File: src/rtl/div_pkg.sv
// Shared types and constant helpers for the sequential restoring divider.
package div_pkg;

    typedef enum logic [1:0] {
        IDLE,
        CALC,
        DONE
    } div_state_t;

    // Ceiling log2, usable in constant expressions for sizing the step counter.
    function automatic int unsigned clog2(input int unsigned n);
        int unsigned r;
        r = 0;
        while ((64'd1 << r) < 64'(n)) begin
            r = r + 1;
        end
        return r;
    endfunction

endpackage

File: src/rtl/div_step.sv
// One restoring-division step: shift in the next dividend bit, subtract the divisor if it fits.
module div_step #(
    parameter int unsigned WIDTH = 8
) (
    input  logic [WIDTH-1:0] rem,
    input  logic             din,
    input  logic [WIDTH-1:0] divisor,
    output logic [WIDTH-1:0] next_rem,
    output logic             q_bit
);

    logic [WIDTH:0] trial;

    // Since rem < divisor, a borrow always leaves trial[WIDTH] set and a fit always clears it.
    always_comb begin
        trial    = {rem, din} - {1'b0, divisor};
        q_bit    = ~trial[WIDTH];
        next_rem = q_bit ? trial[WIDTH-1:0] : {rem[WIDTH-2:0], din};
    end

endmodule

File: src/rtl/div_seq.sv
// Sequential unsigned divider: one restoring step per clock, valid/ready on both sides,
// explicit divide-by-zero flag.
module div_seq
    import div_pkg::*;
#(
    parameter int unsigned WIDTH = 8
) (
    input  logic             clk,
    input  logic             rst,
    input  logic             in_valid,
    output logic             in_ready,
    input  logic [WIDTH-1:0] dividend,
    input  logic [WIDTH-1:0] divisor,
    output logic             out_valid,
    input  logic             out_ready,
    output logic [WIDTH-1:0] quotient,
    output logic [WIDTH-1:0] remainder,
    output logic             div_by_zero
);

    localparam int unsigned     CntW    = clog2(WIDTH);
    localparam logic [CntW-1:0] LastCnt = CntW'(WIDTH - 1);

    div_state_t       state_q, state_d;
    logic [WIDTH-1:0] dvd_q, dvd_d;
    logic [WIDTH-1:0] dvs_q, dvs_d;
    logic [WIDTH-1:0] rem_q, rem_d;
    logic [CntW-1:0]  cnt_q, cnt_d;
    logic             dbz_q, dbz_d;

    logic [WIDTH-1:0] step_rem;
    logic             step_q;

    div_step #(
        .WIDTH(WIDTH)
    ) u_step (
        .rem     (rem_q),
        .din     (dvd_q[WIDTH-1]),
        .divisor (dvs_q),
        .next_rem(step_rem),
        .q_bit   (step_q)
    );

    always_ff @(posedge clk or posedge rst) begin
        if (rst) begin
            state_q <= IDLE;
            dvd_q   <= '0;
            dvs_q   <= '0;
            rem_q   <= '0;
            cnt_q   <= '0;
            dbz_q   <= 1'b0;
        end else begin
            state_q <= state_d;
            dvd_q   <= dvd_d;
            dvs_q   <= dvs_d;
            rem_q   <= rem_d;
            cnt_q   <= cnt_d;
            dbz_q   <= dbz_d;
        end
    end

    always_comb begin
        state_d = state_q;
        dvd_d   = dvd_q;
        dvs_d   = dvs_q;
        rem_d   = rem_q;
        cnt_d   = cnt_q;
        dbz_d   = dbz_q;

        unique case (state_q)
            IDLE: begin
                if (in_valid) begin
                    if (divisor == '0) begin
                        // Same result the array divider produced for a zero divisor.
                        dvd_d   = '1;
                        rem_d   = dividend;
                        dbz_d   = 1'b1;
                        state_d = DONE;
                    end else begin
                        dvd_d   = dividend;
                        dvs_d   = divisor;
                        rem_d   = '0;
                        cnt_d   = '0;
                        dbz_d   = 1'b0;
                        state_d = CALC;
                    end
                end
            end
            CALC: begin
                // Quotient bits fill the dividend register from the LSB as its MSBs are consumed.
                dvd_d = {dvd_q[WIDTH-2:0], step_q};
                rem_d = step_rem;
                cnt_d = cnt_q + CntW'(1);
                if (cnt_q == LastCnt) begin
                    state_d = DONE;
                end
            end
            DONE: begin
                if (out_ready) begin
                    state_d = IDLE;
                end
            end
            default: state_d = IDLE;
        endcase
    end

    always_comb begin
        in_ready    = (state_q == IDLE);
        out_valid   = (state_q == DONE);
        quotient    = dvd_q;
        remainder   = rem_q;
        div_by_zero = dbz_q;
    end

endmodule
File: config.mk
export PLATFORM = sky130hd
export DESIGN_NAME = div_seq
export DESIGN_NICKNAME = d
export VERILOG_FILES = /design/src/rtl/div_pkg.sv /design/src/rtl/div_step.sv /design/src/rtl/div_seq.sv
export SDC_FILE = /design/constraint.sdc
export NUM_CORES = 1
export LEC_CHECK = 0
export ABC_AREA = 1
export CORE_MARGIN = 4
export CORE_UTILIZATION = 52
export DETAILED_ROUTE_END_ITERATION = 7
export PLACE_DENSITY = 0.79
export REMOVE_ABC_BUFFERS = 1
export SLEW_MARGIN = 0
export SYNTH_ARGS = -nofsm -noshare
export SYNTH_HDL_FRONTEND = slang
export SYNTH_SLANG_ARGS = --single-unit
File: constraint.sdc
create_clock -name clk -period 2.2 [get_ports clk]
set_clock_uncertainty 0.15 [all_clocks]
set_input_delay 0.44 -clock clk [delete_from_list [all_inputs] [get_ports clk]]
set_output_delay 0.44 -clock clk [all_outputs]
set_load 0.005 [all_outputs]
==> PnR_summary.wiki, run 1 <==
{| class="wikitable"
! Metric !! Value
|-
| Number of antenna violations at the first check in global routing || 0
|-
| Critical path class || reg2reg
|-
| Flop pwr share || 21.6%
|-
| Actual transition at the worst max-transition pin || 0.570 ns
|-
| Number of DRC markers after the initial detailed-route iteration || 98
|-
| Tcrit/Tclk final || 98.8%
|-
| Via count of the routed design || 1891
|-
| Total negative slack || 0 ns
|-
| Leakage component of the power || 1.29 nW
|-
| Vias in the first global route || 1929
|-
| Number of placement rows || 22
|-
| Max-slew headroom at the worst pin || 61.9%
|-
| Worst-path clk slew || 0.06 ns
|-
| H-tree depth || 2
|-
| Setup slack of the critical path after layout || about 0.027 ns
|-
| Max Fanout on Critical Path || 9
|-
| Pin count of the biggest net entering global routing || 31
|-
| Fraction of layout cells with a size suffix above 1 || 14.0%
|-
| HPWL after DPL || 3610 µm
|-
| Share of total power in combinational logic || 67.3%
|-
| Outcome || finished, final reports clean
|-
| Average cell area after synthesis || about 7.6 µm²
|-
| Worst ir drop on vdd || 0.871 mV
|-
| Clock tree root buffer cell || sky130_fd_sc_hd__clkbuf_8
|-
| Max Buffers Root-to-Sink || 2
|-
| Detailed-route DRC error count || 0
|-
| Tightest Hold Check Type || reg2reg
|-
| Global placer's final weighted congestion || 0.835
|-
| Vertical extent of the die || 70.3 µm
|-
| Initial cell density of the core || 54.3%
|-
| Slew Limit Fails || 0
|-
| Global-route usage over all layers || between 20% and 30%
|-
| Buffers inserted by post-CTS timing repair || 0
|-
| Part of the total power dissipated in the clock network || between 10% and 20%
|-
| Minimum hold slack || between 0.3 and 0.4 ns
|-
| Post-synth EDFFs || 0
|-
| Number of distinct library cell variants in the gate-level netlist after synthesis || 34
|-
| Setup violations, final || 0
|-
| Final antenna-violating net count || 0
|-
| Flip-flop cell with the highest count after synthesis || sky130_fd_sc_hd__dfrtp_1
|-
| Num ports || 39
|-
| Number of port buffers || 38
|-
| Fraction of registers with async set/reset || 100%
|-
| Via-per-instance ratio || ~5.2
|-
| Final Hold Viols || 0
|-
| Critical path startpoint category || register
|-
| Post-synthesis cell count || between 200 and 300
|-
| Ant. Diodes || 0
|-
| Post-synthesis sequential area ratio || 37.2%
|-
| Clock sink count || 30
|-
| Die X || 70.3 µm
|-
| Area enclosed by the die boundary || slightly below 5000 µm²
|-
| Data arrival at the endpoint of the critical path || approximately 2.2 ns
|-
| Layout Nets || 344
|-
| Endpoint required time on the critical path || 2.27 ns
|-
| Number of register bits inferred by synthesis || 30
|-
| Fraction of power spent switching nets || 47.3%
|-
| Yosys warnings || 0
|-
| Number of violations of the max-capacitance limit || 0
|-
| Worst-case setup slack after placement || -0.150 ns
|-
| Wire length of the first global-routing pass || about 8300 µm
|-
| Detail-routed net length per standard cell || 13.4 µm
|-
| Area Overhead vs Synth || 29.7%
|-
| F_max || 0.460 GHz
|-
| Detailed-router iteration count before antenna repair || 4
|-
| CTS tree || yes
|-
| Endpoint class of the critical path || register
|-
| Sum of internal, switching and leakage power || 4.93 mW
|-
| Remaining global-route overflow || 0
|-
| Total standard cell area after synthesis || 2020 µm²
|-
| Clock latency at the later pin of the worst-skew pair || 0.28 ns
|-
| Post-layout minimum cycle time || 2.17 ns
|-
| Routed wire length || around 5000 µm
|-
| Internal portion of total power || ~2.6 mW
|-
| Core region area || 3720 µm²
|-
| Number of buffers created by CTS || 5
|-
| Total power per unit cell area || 1880 nW/µm²
|-
| Switching power summed over all nets || 2.33 mW
|}
==> layout make-up <==
| cell class | count | area, µm² |
|---|---|---|
| Clock buffer | 5 | 68.8 |
| Clock inverter | 3 | 40.0 |
| Fill cell | 317 | 1100 |
| Inverter | 44 | 168 |
| Multi-Input combinational cell | 184 | 1080 |
| Sequential cell | 30 | 751 |
| Tap cell | 48 | 60.1 |
| Timing Repair Buffer | 48 | 455 |
==> repair_timing <==
item	in CTS	in global routing
hold buffers	0	0
setup endpoints to repair	1	13
cloned	0	1
pin swaps	0	3
gates resized for setup	1	7
==> per-layer routing <==
layer	GRT usage (%)	wire length, µm
met5	0	0
met2	34.5	2300
met3	4.89	282
met1	27.3	2180
met4	6.81	92
==> worst max-delay path, cell delays in order, from the launching register on <==
cell and delay (ns):
sky130_fd_sc_hd__dfrtp_1 0.34, sky130_fd_sc_hd__inv_1 0.08, sky130_fd_sc_hd__ha_2 0.19, sky130_fd_sc_hd__fa_2 0.36, sky130_fd_sc_hd__inv_1 0.08, sky130_fd_sc_hd__nand2_1 0.07, sky130_fd_sc_hd__nand2_2 0.11, sky130_fd_sc_hd__nand3_4 0.10
sky130_fd_sc_hd__nand2_2 0.11, sky130_fd_sc_hd__nand2_4 0.10, sky130_fd_sc_hd__nand2_8 0.10, sky130_fd_sc_hd__nand2_1 0.07, sky130_fd_sc_hd__nand2_1 0.06, sky130_fd_sc_hd__nand2_1 0.06, sky130_fd_sc_hd__a21oi_2 0.12
==> cells in the final DEF, fill, tap and decap left out, drive strengths merged, types with 2 or more instances in the layout <==
master          n
clkdlybuf4s50  38
inv            44
nand3b          5
o21ai          20
buf            10
clkbuf          5
a31oi          11
ha             10
a22o            2
a21oi          10
nand2          68
dfrtp          30
nor2           30
clkinv          2
xor2            2
nand3          18
==> power groups by stage <==
stage | Clock, mW | Combinational, mW | Sequential (mW)
2_1_floorplan | 0 | 2.15 | 1.04
4_1_cts | 0.552 | 3.17 | 1.06
6_report | 0.543 | 3.32 | 1.07
3_5_place_dp | 0 | 3.10 | 1.06
3_3_place_gp | 0 | 3.05 | 1.06
5_1_grt | 0.575 | 3.74 | 1.11
==> logic make-up after synthesis <==
family,after synthesis,synth area share [%]
fa+ha+maj,11,7.19
flops,30,37.2
simple gates,122,28.4
buf+inv,51,11.6
compound gates,47,14.3
xor+xnor,3,1.30
==> registers in the layout, summed over array words and instances (netlist names) <==
| register | count |
|---|---|
| cnt_q | 3 |
| state_q | 2 |
| remainder | 8 |
| dvs_q | 8 |
| quotient | 8 |
| div_by_zero | 1 |
==> per-stage QoR <==
stage,instances,cell area (µm²),util (%)
6_report,362,2620,70.5
4_1_cts,361,2580,69.6
2_1_floorplan,257,1950,-
3_5_place_dp,353,2470,66.4
5_1_grt,362,2620,70.5
3_3_place_gp,353,2470,66.4
==> cell usage after synthesis (3+ instances only) <==
cell type	instances	area share [%]
sky130_fd_sc_hd__a21oi_1	8	2.0
sky130_fd_sc_hd__a31oi_1	11	3.4
sky130_fd_sc_hd__buf_6	3	1.7
sky130_fd_sc_hd__dfrtp_1	30	37
sky130_fd_sc_hd__ha_1	10	6.2
sky130_fd_sc_hd__inv_1	40	7.4
sky130_fd_sc_hd__inv_2	3	0.56
sky130_fd_sc_hd__nand2_1	63	12
sky130_fd_sc_hd__nand2_4	3	1.7
sky130_fd_sc_hd__nand3_1	16	4.0
sky130_fd_sc_hd__nand3b_1	5	1.9
sky130_fd_sc_hd__nor2_1	27	5.0
sky130_fd_sc_hd__o21ai_0	16	4.0
sky130_fd_sc_hd__o21ai_1	3	0.74
==> path summary, 6_finish.rpt <==
path / from / slack (ns) / to / cells after the start
max in group asynchronous: rst / 1.24 / dvs_q[3]$_DFFE_PP0P_ / 3
hold reg to reg: cnt_q[0]$_DFFE_PP0P_ / 0.35 / cnt_q[0]$_DFFE_PP0P_ / 1
min in group asynchronous: rst / 0.37 / dvs_q[7]$_DFFE_PP0P_ / 3
setup reg to reg: quotient[7]$_DFFE_PP0P_ / 0.03 / remainder[7]$_DFFE_PP0P_ / 14
hold / removal: cnt_q[0]$_DFFE_PP0P_ / 0.35 / cnt_q[0]$_DFFE_PP0P_ / 1
setup / recovery: quotient[7]$_DFFE_PP0P_ / 0.03 / remainder[7]$_DFFE_PP0P_ / 14
(Power assumes the default switching activity.)
==> run 2: changes to the inputs <==
Settings changed: CORE_UTILIZATION 52 to 43, PLACE_DENSITY 0.79 to 0.67.
==> run 2 against run 1 <==
  * Clock power fell by 20%
  * Non-clock buffer count rose by 5
  * Hold slack improved by 0.0052 ns
  * Combinational power rose by 9.0%
  * Utilization fell by 9.9 points
  * First-iteration DRC count rose by 13%
  * Register-to-register slack improved by 0.03 ns
  * Power rose by 4.3%
  * Sequential cell count did not move
  * Setup slack improved by 0.032 ns
  * Die area rose by 18%
  * Fmax rose by 1.5%
  * Critical endpoint unchanged
  * Largest cell class unchanged
  * Highest routed layer unchanged
==> PnR_summary.wiki, run 2 (synthesis gave the netlist of run 1 again) <==
{| class="wikitable"
! Metric !! Value
|-
| Layout Nets || 351 (+2.0%)
|-
| Detailed-router iteration count before antenna repair || 4 (unchanged)
|-
| Routed wire length || 5080 µm (+4.5%)
|-
| R2R depth || 13 (-1)
|-
| Number of violations of the max-capacitance limit || 0 (unchanged)
|-
| Worst ir drop on vdd || 0.947 mV (+8.8%)
|-
| Number of DRC markers after the initial detailed-route iteration || 111 (+13%)
|-
| Die X || 76.5 µm (+8.8%)
|-
| Remaining global-route overflow || 0 (unchanged)
|-
| Reg-to-reg slack, setup || 0.06 ns (+0.03 ns)
|-
| Most common cell after layout, fill and taps aside || sky130_fd_sc_hd__nand2_1
|-
| Core region area || 4440 µm² (+20%)
|-
| Vias in the first global route || 1760 (-8.8%)
|-
| Total power per unit cell area || 1910 nW/µm² (+1.5%)
|-
| Critical path class || reg2reg
|-
| Combined flip-flop and latch cell area || 751 µm² (unchanged)
|-
| Top library cells by usage in the layout, fill and taps aside || sky130_fd_sc_hd__nand2_1, sky130_fd_sc_hd__inv_1, sky130_fd_sc_hd__clkdlybuf4s50_1
|-
| Fraction of layout cells with a size suffix above 1 || 16.3% (+2.3 points)
|-
| Worst Hold Path EP || cnt_q[0]$_DFFE_PP0P_
|-
| FILL cells || 390 (+23%)
|-
| Setup slack of the critical path after layout || 0.0590 ns (+0.0317 ns)
|-
| Detailed-route DRC error count || 0 (unchanged)
|-
| Number of antenna violations at the first check in global routing || 0 (unchanged)
|-
| Area Overhead vs Synth || 33.2%
|-
| Total negative slack || 0 ns (unchanged)
|-
| Hold path startpoint || cnt_q[0]$_DFFE_PP0P_
|-
| Initial cell density of the core || 45.4% (-8.9 points)
|-
| Vertical extent of the die || 76.5 µm (+8.8%)
|-
| Tcrit/Tclk final || 97.3% (-1.4 points)
|-
| Worst reg2reg path startpoint || dvs_q[0]$_DFFE_PP0P_
|-
| Routed wl met2 || 2360 µm (+2.5%)
|-
| Via-per-instance ratio || 5.17 (-1.0%)
|-
| Setup violations, final || 0 (unchanged)
|-
| Post-layout minimum cycle time || 2.14 ns (-0.0317 ns)
|-
| Final antenna-violating net count || 0 (unchanged)
|-
| Worst-path clk slew || 0.06 ns (about the same)
|-
| Number of cells in the finished layout apart from fillers || 371 (+2.5%)
|-
| Hold buffer count at cts || 0 (unchanged)
|-
| Global-route usage over all layers || 17.0% (-4.0 points)
|-
| Leakage component of the power || 1.31 nW (+1.6%)
|-
| Met1 routed wirelength after detailed routing || 2360 µm (+8.2%)
|-
| Global placer's final weighted congestion || 0.849 (+1.6%)
|-
| Slew Limit Fails || 0 (unchanged)
|-
| Worst-case setup slack after placement || -0.0461 ns (+0.104 ns)
|-
| Topmost layer with routed signal wires || met4
|-
| H-tree depth || 2 (unchanged)
|-
| # placed instances || 354 (+0.28%)
|-
| Final Hold Viols || 0 (unchanged)
|-
| Number of placement rows || 24 (+9.1%)
|-
| Critical path startpoint category || register
|-
| Pin count of the biggest net entering global routing || 31 (unchanged)
|-
| Tightest Hold Check Type || reg2reg
|-
| Clock latency at the later pin of the worst-skew pair || 0.28 ns (about the same)
|-
| Ant. Diodes || 0 (unchanged)
|-
| Area enclosed by the die boundary || 5860 µm² (+18%)
|-
| Max Fanout on Critical Path || 6 (-3)
|-
| Clock sink count || 30 (unchanged)
|-
| Detail-routed net length per standard cell || 13.7 µm (+2.0%)
|-
| Outcome || finished, final reports clean
|-
| HPWL after DPL || 3640 µm (+0.76%)
|-
| Worst hold path cell count || 1 (unchanged)
|-
| Via count of the routed design || 1918 (+1.4%)
|-
| Length of routed met3 wiring || 272 µm (-3.5%)
|-
| Actual transition at the worst max-transition pin || 0.829 ns (+0.258 ns)
|-
| Number of buffers created by CTS || 5 (unchanged)
|-
| Number of port buffers || 38 (unchanged)
|-
| Placed inst area || 2450 µm² (-0.71%)
|-
| Endpoint required time on the critical path || 2.26 ns (about the same)
|-
| Data arrival at the endpoint of the critical path || 2.21 ns (-0.03 ns)
|-
| Area used by multi-input combinational logic || 1130 µm² (+5.1%)
|-
| CTS tree || yes
|-
| Capturing point of the worst reg2reg path || remainder[7]$_DFFE_PP0P_
|-
| Num ports || 39 (unchanged)
|-
| Endpoint class of the critical path || register
|-
| Post-route cell area || 2690 µm² (+2.7%)
|-
| Max-slew headroom at the worst pin || 44.6% (-17 points)
|-
| Max Buffers Root-to-Sink || 2 (unchanged)
|-
| F_max || 0.467 GHz (+1.5%)
|-
| Clock tree root buffer cell || sky130_fd_sc_hd__clkbuf_8
|-
| Wire length of the first global-routing pass || 8190 µm (-1.8%)
|}
## run 2: worst max-delay path by stage
stage	start	endpoint	slack [ns]	depth (start not counted)
finish	dvs_q[0]$_DFFE_PP0P_	remainder[7]$_DFFE_PP0P_	0.06	13
global route	quotient[7]$_DFFE_PP0P_	remainder[7]$_DFFE_PP0P_	-0.07	14
CTS	quotient[7]$_DFFE_PP0P_	remainder[7]$_DFFE_PP0P_	0.04	14
detailed placement	divisor[6]	dvs_q[0]$_DFFE_PP0P_	-0.05	8
global placement	dvs_q[0]$_DFFE_PP0P_	remainder[7]$_DFFE_PP0P_	-0.02	13
floorplan	quotient[7]$_DFFE_PP0P_	remainder[7]$_DFFE_PP0P_	0.17	14
## run 2: what timing repair did
| item | 4_1_cts | 5_1_grt |
|---|---|---|
| gates cloned | 0 | 3 |
| endpoints found under the setup margin | 3 | 9 |
| resized for setup | 2 | 13 |
| pin swaps | 0 | 9 |
| buffers inserted | 0 | 8 |
## run 2: final cells by class
class | count | share of cell area, %
multi-input combinational | 186 | 42.0
inverter | 44 | 6.23
tap | 52 | 2.42
clock buffer | 6 | 3.07
sequential | 30 | 27.9
timing repair buffer | 53 | 18.3
## run 2: critical path, cell delays in order, from the launching register on
cell and delay, ns:
sky130_fd_sc_hd__dfrtp_1 0.42, sky130_fd_sc_hd__ha_4 0.18, sky130_fd_sc_hd__fa_2 0.40, sky130_fd_sc_hd__inv_2 0.06, sky130_fd_sc_hd__nand2_2 0.04, sky130_fd_sc_hd__nand2_2 0.11, sky130_fd_sc_hd__nand3_4 0.11, sky130_fd_sc_hd__nand2_4 0.12
sky130_fd_sc_hd__nand2_8 0.08, sky130_fd_sc_hd__nand2_8 0.10, sky130_fd_sc_hd__nand2_1 0.05, sky130_fd_sc_hd__nand2_1 0.07, sky130_fd_sc_hd__nand2_2 0.06, sky130_fd_sc_hd__a21oi_2 0.12
## run 2: per-layer routing
layer  GRT usage, %  vias up
met4           4.35        0
li1               -      967
met3           4.14       10
met5              0        -
met1           23.0      878
met2           27.2       63
## run 2: per-stage QoR
step                      total power, mW  utilization, %  hold slack [ns]
final                                5.14            60.5            0.360
after global routing                 5.66            60.5            0.390
after CTS                            4.69            57.2            0.361
after detailed placement             4.18            55.1            0.349
after global placement               4.14            55.1            0.343
after floorplan                      3.20               -            0.298
## run 2: report_power, final
group          switching, mW  total, mW  internal (mW)
Clock                  0.196      0.437          0.241
Combinational           2.03       3.62           1.59
Sequential             0.238       1.08          0.842
Total                   2.47       5.14           2.67
==> run 3: changes to the inputs <==
Settings changed: ABC_CLOCK_PERIOD_IN_PS set to 2200.
==> results of run 3 <==
Final layout, timing and power as in run 2 (identical DEF).
